### config.mk
export PLATFORM = sky130hd
export DESIGN_NAME = swap_key_sequencer
export DESIGN_NICKNAME = d
export VERILOG_FILES = /design/src/rtl/swap_key_sequencer_pkg.sv /design/src/rtl/swap_key_sequencer_key_schedule.sv /design/src/rtl/swap_key_sequencer.sv
export SDC_FILE = /design/constraint.sdc
export NUM_CORES = 1
export LEC_CHECK = 0
export ABC_AREA = 0
export BUFFER_PORTS_ARGS = -buffer_cell sky130_fd_sc_hd__buf_4
export CAP_MARGIN = 10
export CORE_ASPECT_RATIO = 0.6
export CORE_MARGIN = 2
export CORE_UTILIZATION = 40
export CTS_BUF_LIST = sky130_fd_sc_hd__clkbuf_8
export DETAILED_ROUTE_END_ITERATION = 10
export PLACE_DENSITY = 0.73
export SYNTH_ARGS = -nofsm -noshare
export SYNTH_HDL_FRONTEND = slang
export SYNTH_HIERARCHICAL = 1
export SYNTH_SLANG_ARGS = --single-unit
### constraint.sdc
create_clock -name clk -period 3.23 [get_ports clk]
set_input_delay 0.1615 -clock clk [delete_from_list [all_inputs] [get_ports clk]]
set_output_delay 0.1615 -clock clk [all_outputs]
set_load 0.02 [all_outputs]
### src/rtl/swap_key_sequencer_pkg.sv
// Shared definitions for the swap/invert key sequencer: FSM encoding and the
// key-advance helpers (rotate for the swap key, modular add for the invert key).
package swap_key_sequencer_pkg;

   localparam logic [1:0] IDLE  = 2'd0;
   localparam logic [1:0] RUN   = 2'd1;
   localparam logic [1:0] DRAIN = 2'd2;

   // Helpers work on a 64-bit carrier; callers size-cast back to their own width.
   localparam int unsigned KEY_MAX_W = 64;

   function automatic logic [KEY_MAX_W-1:0] width_mask(input int unsigned w);
      logic [KEY_MAX_W-1:0] m;
      if (w >= KEY_MAX_W) begin
         m = '1;
      end else begin
         m = (64'd1 << w) - 64'd1;
      end
      return m;
   endfunction

   function automatic logic [KEY_MAX_W-1:0] key_rotl(input logic [KEY_MAX_W-1:0] v,
                                                     input int unsigned w);
      logic [KEY_MAX_W-1:0] vm;
      vm = v & width_mask(w);
      return ((vm << 1) | (vm >> (w - 1))) & width_mask(w);
   endfunction

   function automatic logic [KEY_MAX_W-1:0] key_add(input logic [KEY_MAX_W-1:0] v,
                                                    input logic [KEY_MAX_W-1:0] step,
                                                    input int unsigned w);
      return (v + step) & width_mask(w);
   endfunction

endpackage

### src/rtl/swap_key_sequencer_key_schedule.sv
// Swap/invert key registers: load a fresh key pair, or advance both keys once
// per accepted word (swap key rotates left, invert key steps by INV_STEP).
module swap_key_sequencer_key_schedule
   import swap_key_sequencer_pkg::*;
#(
   parameter int unsigned      WIDTH      = 16,
   parameter int unsigned      SWAP_WIDTH = WIDTH / 2,
   parameter logic [WIDTH-1:0] INV_STEP   = {{(WIDTH-1){1'b0}}, 1'b1}
) (
   input  logic                  clk,
   input  logic                  reset,
   input  logic                  load_i,
   input  logic                  advance_i,
   input  logic [SWAP_WIDTH-1:0] swapLoad_i,
   input  logic [WIDTH-1:0]      invLoad_i,
   output logic [SWAP_WIDTH-1:0] swapKey_o,
   output logic [WIDTH-1:0]      invKey_o
);

   logic [SWAP_WIDTH-1:0] swapKey_q, swapKey_d;
   logic [WIDTH-1:0]      invKey_q,  invKey_d;

   // A load in the same cycle as an advance wins: the new block starts on fresh keys.
   always_comb begin
      swapKey_d = swapKey_q;
      invKey_d  = invKey_q;
      if (load_i) begin
         swapKey_d = swapLoad_i;
         invKey_d  = invLoad_i;
      end else if (advance_i) begin
         swapKey_d = SWAP_WIDTH'(key_rotl(64'(swapKey_q), SWAP_WIDTH));
         invKey_d  = WIDTH'(key_add(64'(invKey_q), 64'(INV_STEP), WIDTH));
      end
   end

   always_ff @(posedge clk) begin
      if (reset) begin
         swapKey_q <= '0;
         invKey_q  <= '0;
      end else begin
         swapKey_q <= swapKey_d;
         invKey_q  <= invKey_d;
      end
   end

   assign swapKey_o = swapKey_q;
   assign invKey_o  = invKey_q;

endmodule

### src/rtl/swap_key_sequencer.sv
// Sequencing controller for the external bit-swap/invert datapath: drives the
// swapper from the current keys and streams results through a one-entry output register.
module swap_key_sequencer
   import swap_key_sequencer_pkg::*;
#(
   parameter int unsigned      WIDTH      = 16,
   parameter int unsigned      SWAP_WIDTH = WIDTH / 2,
   parameter logic [WIDTH-1:0] INV_STEP   = {{(WIDTH-1){1'b0}}, 1'b1},
   parameter int unsigned      LEN_WIDTH  = 16
) (
   input  logic                  clk,
   input  logic                  reset,
   input  logic                  keyLoad,
   input  logic [SWAP_WIDTH-1:0] keySwap,
   input  logic [WIDTH-1:0]      keyInvert,
   input  logic [LEN_WIDTH-1:0]  blockLength,
   input  logic                  inValid,
   output logic                  inReady,
   input  logic [WIDTH-1:0]      inData,
   output logic                  outValid,
   input  logic                  outReady,
   output logic [WIDTH-1:0]      outData,
   output logic [SWAP_WIDTH-1:0] dpSwap,
   output logic [WIDTH-1:0]      dpInvert,
   output logic [WIDTH-1:0]      dpIn,
   input  logic [WIDTH-1:0]      dpOut,
   output logic                  busy,
   output logic                  done,
   output logic [LEN_WIDTH-1:0]  wordCount
);

   logic [1:0]            state_q,     state_d;
   logic [LEN_WIDTH-1:0]  remaining_q, remaining_d;
   logic [LEN_WIDTH-1:0]  wordCount_q, wordCount_d;
   logic                  outValid_q,  outValid_d;
   logic [WIDTH-1:0]      outData_q,   outData_d;
   logic                  done_q,      done_d;

   logic                  accept;
   logic                  lastWord;
   logic [SWAP_WIDTH-1:0] swapKey;
   logic [WIDTH-1:0]      invKey;

   swap_key_sequencer_key_schedule #(
      .WIDTH      (WIDTH),
      .SWAP_WIDTH (SWAP_WIDTH),
      .INV_STEP   (INV_STEP)
   ) u_key_schedule (
      .clk        (clk),
      .reset      (reset),
      .load_i     (keyLoad),
      .advance_i  (accept),
      .swapLoad_i (keySwap),
      .invLoad_i  (keyInvert),
      .swapKey_o  (swapKey),
      .invKey_o   (invKey)
   );

   // The output register can take a new word whenever it is empty or being popped.
   assign inReady  = (state_q == RUN) && (!outValid_q || outReady);
   // A reload cycle never consumes a word, even if the source handshake fires.
   assign accept   = inValid && inReady && !keyLoad;
   // A length of 0 counts down through the wrapped maximum and still ends at 1.
   assign lastWord = (remaining_q == LEN_WIDTH'(1));

   always_comb begin
      state_d     = state_q;
      remaining_d = remaining_q;
      wordCount_d = wordCount_q;
      outValid_d  = outValid_q;
      outData_d   = outData_q;
      done_d      = 1'b0;
      if (keyLoad) begin
         state_d     = RUN;
         remaining_d = blockLength;
         wordCount_d = '0;
         outValid_d  = 1'b0;
      end else begin
         case (state_q)
            IDLE: begin
            end
            RUN: begin
               if (accept) begin
                  outData_d   = dpOut;
                  outValid_d  = 1'b1;
                  wordCount_d = wordCount_q + LEN_WIDTH'(1);
                  remaining_d = remaining_q - LEN_WIDTH'(1);
                  if (lastWord) begin
                     state_d = DRAIN;
                  end
               end else if (outReady) begin
                  outValid_d = 1'b0;
               end
            end
            DRAIN: begin
               if (outValid_q && outReady) begin
                  done_d     = 1'b1;
                  outValid_d = 1'b0;
                  state_d    = IDLE;
               end
            end
            default: begin
               state_d    = IDLE;
               outValid_d = 1'b0;
            end
         endcase
      end
   end

   always_ff @(posedge clk) begin
      if (reset) begin
         state_q     <= IDLE;
         remaining_q <= '0;
         wordCount_q <= '0;
         outValid_q  <= 1'b0;
         outData_q   <= '0;
         done_q      <= 1'b0;
      end else begin
         state_q     <= state_d;
         remaining_q <= remaining_d;
         wordCount_q <= wordCount_d;
         outValid_q  <= outValid_d;
         outData_q   <= outData_d;
         done_q      <= done_d;
      end
   end

   assign outValid  = outValid_q;
   assign outData   = outData_q;
   assign done      = done_q;
   assign wordCount = wordCount_q;
   assign busy      = (state_q != IDLE);
   assign dpSwap    = swapKey;
   assign dpInvert  = invKey;
   assign dpIn      = inData;

endmodule
==> results.tsv <==
metric	value	unit
power consumption	2000	µW
residual DRC count	0	
antenna viol nets, final	0	
initial antenna violation count	0	
CTS tree	built	
core area	0.00926	mm²
area of placed instances	0.00466	mm²
commonest non-fill, non-tap cell in the layout	buf_4	
MaxCap Viol Count	0	
critical path's slowest cell	or4_1	
fin nets	616	
Setup Crit Path Kind	reg2reg	
Die Area	0.0104	mm²
GRT Total Usage	19.7	%
WP buf/inv	1	
Yosys top cell area share	39.5	%
Final Critical Period	2.20	ns
Synth area leader	dfxtp_1	
multi-input logic area	0.00200	mm²
DP HPWL	7370	µm
WP data arrival	2.46	ns
Warnings, synthesis	6	
Setup violations, final	0	
DR pass1 iterations	4	
clock skew	0.00903	ns
Pwr Density	414	mW/mm²
Top Family by Delay on Critical Path	simple AND/OR/NAND/NOR gates	
Tcrit/Tclk final	68.1	%
status	finished clean	
top post-synthesis cells by area	dfxtp_1 40%, mux2i_1 7.0%, nor2_1 6.2%	
synthesized cell area	0.00385	mm²
hold buffers post-CTS	0	
final estimated routing congestion in global placement	0.971	
Inserted Diodes	0	
setup TNS	0	ns
Port-buffer cells	120	
drt wl/cell	15.4	µm
Boundary Pins	153	
clock slew at reported path FFs	0.08	ns
Fmax	454	MHz
CP Launch Type	flop	
Post-synth ARST share	0	%
worst skew pair latency	0.35	ns
max incr delay on CP	0.51	ns
global-route wire length before repair	16300	µm
starting density of the core	41.6	%
worst vdd ir	0.000233	V
TritonCTS Buffers	9	
Die Span Y	80.0	µm
Pins Over Slew Limit	0	
final std cells w/o fill	669	
Fin Hold WS	0.0355	ns
Worst Hold Class	in2reg	
commonest non-fill, non-tap cells in the layout	124 x buf_4, 76 x dfxtp_1, 64 x nor2_1	
Worst Path Required	3.49	ns
Post CTS Setup Buffer Count	0	
layout cell share with drive strength beyond 1	27.5	%
clock tree root driver cell	clkbuf_8	
post_cts resized	0	
Distinct cells, synth	53	
Design Area, Final	0.00484	mm²
CTS HTree Levels	3	
row count	27	
DIE WIDTH	131	µm
Post-synth EDFFs	0	
Synth Instances	443	
gr ovfl total	0	
slew margin rel.	53.2	%
CP max FO	7	
routed wire length	10300	µm
CP Capture Type	flop	
clock sink count	76	
leakage	0.00202	µW
routed via count	3596	
RSZ-0062 raised after global routing	no	
vias in the first global route	3427	
Mean Syn Cell Area	8.68	µm²
placed cell count	654	
#FFs+latches synth	76	
Area Overhead vs Synth	25.7	%
# fillers	892	
Reg area	0.00152	mm²
worst-path cell chain	nor4bb_1, nand2_1, inv_1, and3_1, nand3_4, or4_1, a311oi_1	
sequential area share after synthesis	39.5	%
deepest clock path buffer count	2	
Worst-Margin Slew	0.702	ns
Initial DRC Count	229	
vias per cell	5.38	
largest net degree at the start of global routing	57	
Fin. Hold Viols	0	
net count after synthesis	524	
Main synth FF type	dfxtp_1	
cell families (layout without fill, tap and decap cells):
kind of cell | Yosys count | after routing | share of synthesized area [%]
AO/OA/AOI/OAI | 82 | 82 | 14.0
XOR/XNOR | 21 | 21 | 4.78
adder cells (fa/ha/maj) | 4 | 4 | 1.30
buffers and inverters | 56 | 152 | 8.59
flip-flops | 76 | 76 | 39.5
multiplexers | 28 | 28 | 7.32
AND/OR/NAND/NOR | 176 | 176 | 24.5
Yosys cell counts (10+ instances only):
| cell | count |
|---|---|
| inv_1 | 13 |
| buf_4 | 16 |
| nand2_1 | 23 |
| mux2i_1 | 27 |
| xnor2_1 | 10 |
| nor2_1 | 64 |
| xor2_1 | 11 |
| a211oi_1 | 10 |
| dfxtp_1 | 76 |
| o31ai_1 | 12 |
| nand3_1 | 14 |
| a21oi_1 | 29 |
| or4_1 | 14 |
| nand4_1 | 10 |
| clkbuf_1 | 15 |
area by class of cell:
class / instances / share of cell area (%)
clock buffer: 11 / 3.13
clock inverter: 4 / 0.517
inverter: 13 / 1.01
multi-input combinational: 311 / 41.3
sequential: 76 / 31.5
tap: 130 / 3.36
timing repair buffer: 124 / 19.2
registers in the layout, indices dropped and copies added, names as in the netlist:
register / cells
state_q: 2
u_key_schedule/invKey_o: 16
outValid: 1
remaining_q: 16
outData: 16
done: 1
wordCount: 16
u_key_schedule/swapKey_o: 8
layer usage:
metal / global-route usage, % / wire length, µm / up-vias
li1: - / - / 1770
met1: 26.7 / 4890 / 1668
met2: 29.3 / 4470 / 139
met3: 6.50 / 801 / 19
met4: 7.02 / 159 / 0
met5: 0 / 0 / -
worst paths after layout:
path	start	end	slack [ns]	cells after the start
min	keyInvert[3]	u_key_schedule/invKey_o[3]$_SDFFE_PP0P_	0.04	2
max reg2reg	state_q[0]$_SDFFE_PP0P_	u_key_schedule/invKey_o[14]$_SDFFE_PP0P_	1.03	7
max	state_q[0]$_SDFFE_PP0P_	u_key_schedule/invKey_o[14]$_SDFFE_PP0P_	1.03	7
min reg2reg	wordCount[15]$_SDFFE_PP0P_	wordCount[15]$_SDFFE_PP0P_	0.49	2
per-stage QoR:
| stage | utilization (%) | setup WS, ns |
|---|---|---|
| 2_1_floorplan | - | 0.611 |
| 3_3_place_gp | 50.3 | 1.01 |
| 3_5_place_dp | 50.3 | 0.919 |
| 4_1_cts | 52.2 | 1.02 |
| 5_1_grt | 52.2 | 0.777 |
| 6_report | 52.2 | 1.03 |
where the power goes:
group          total, µW  switching (µW)  internal (µW)
clock                662             348            314
sequential          1020            47.1            978
combinational        313             162            151
Power figures use the tool's default switching activity.
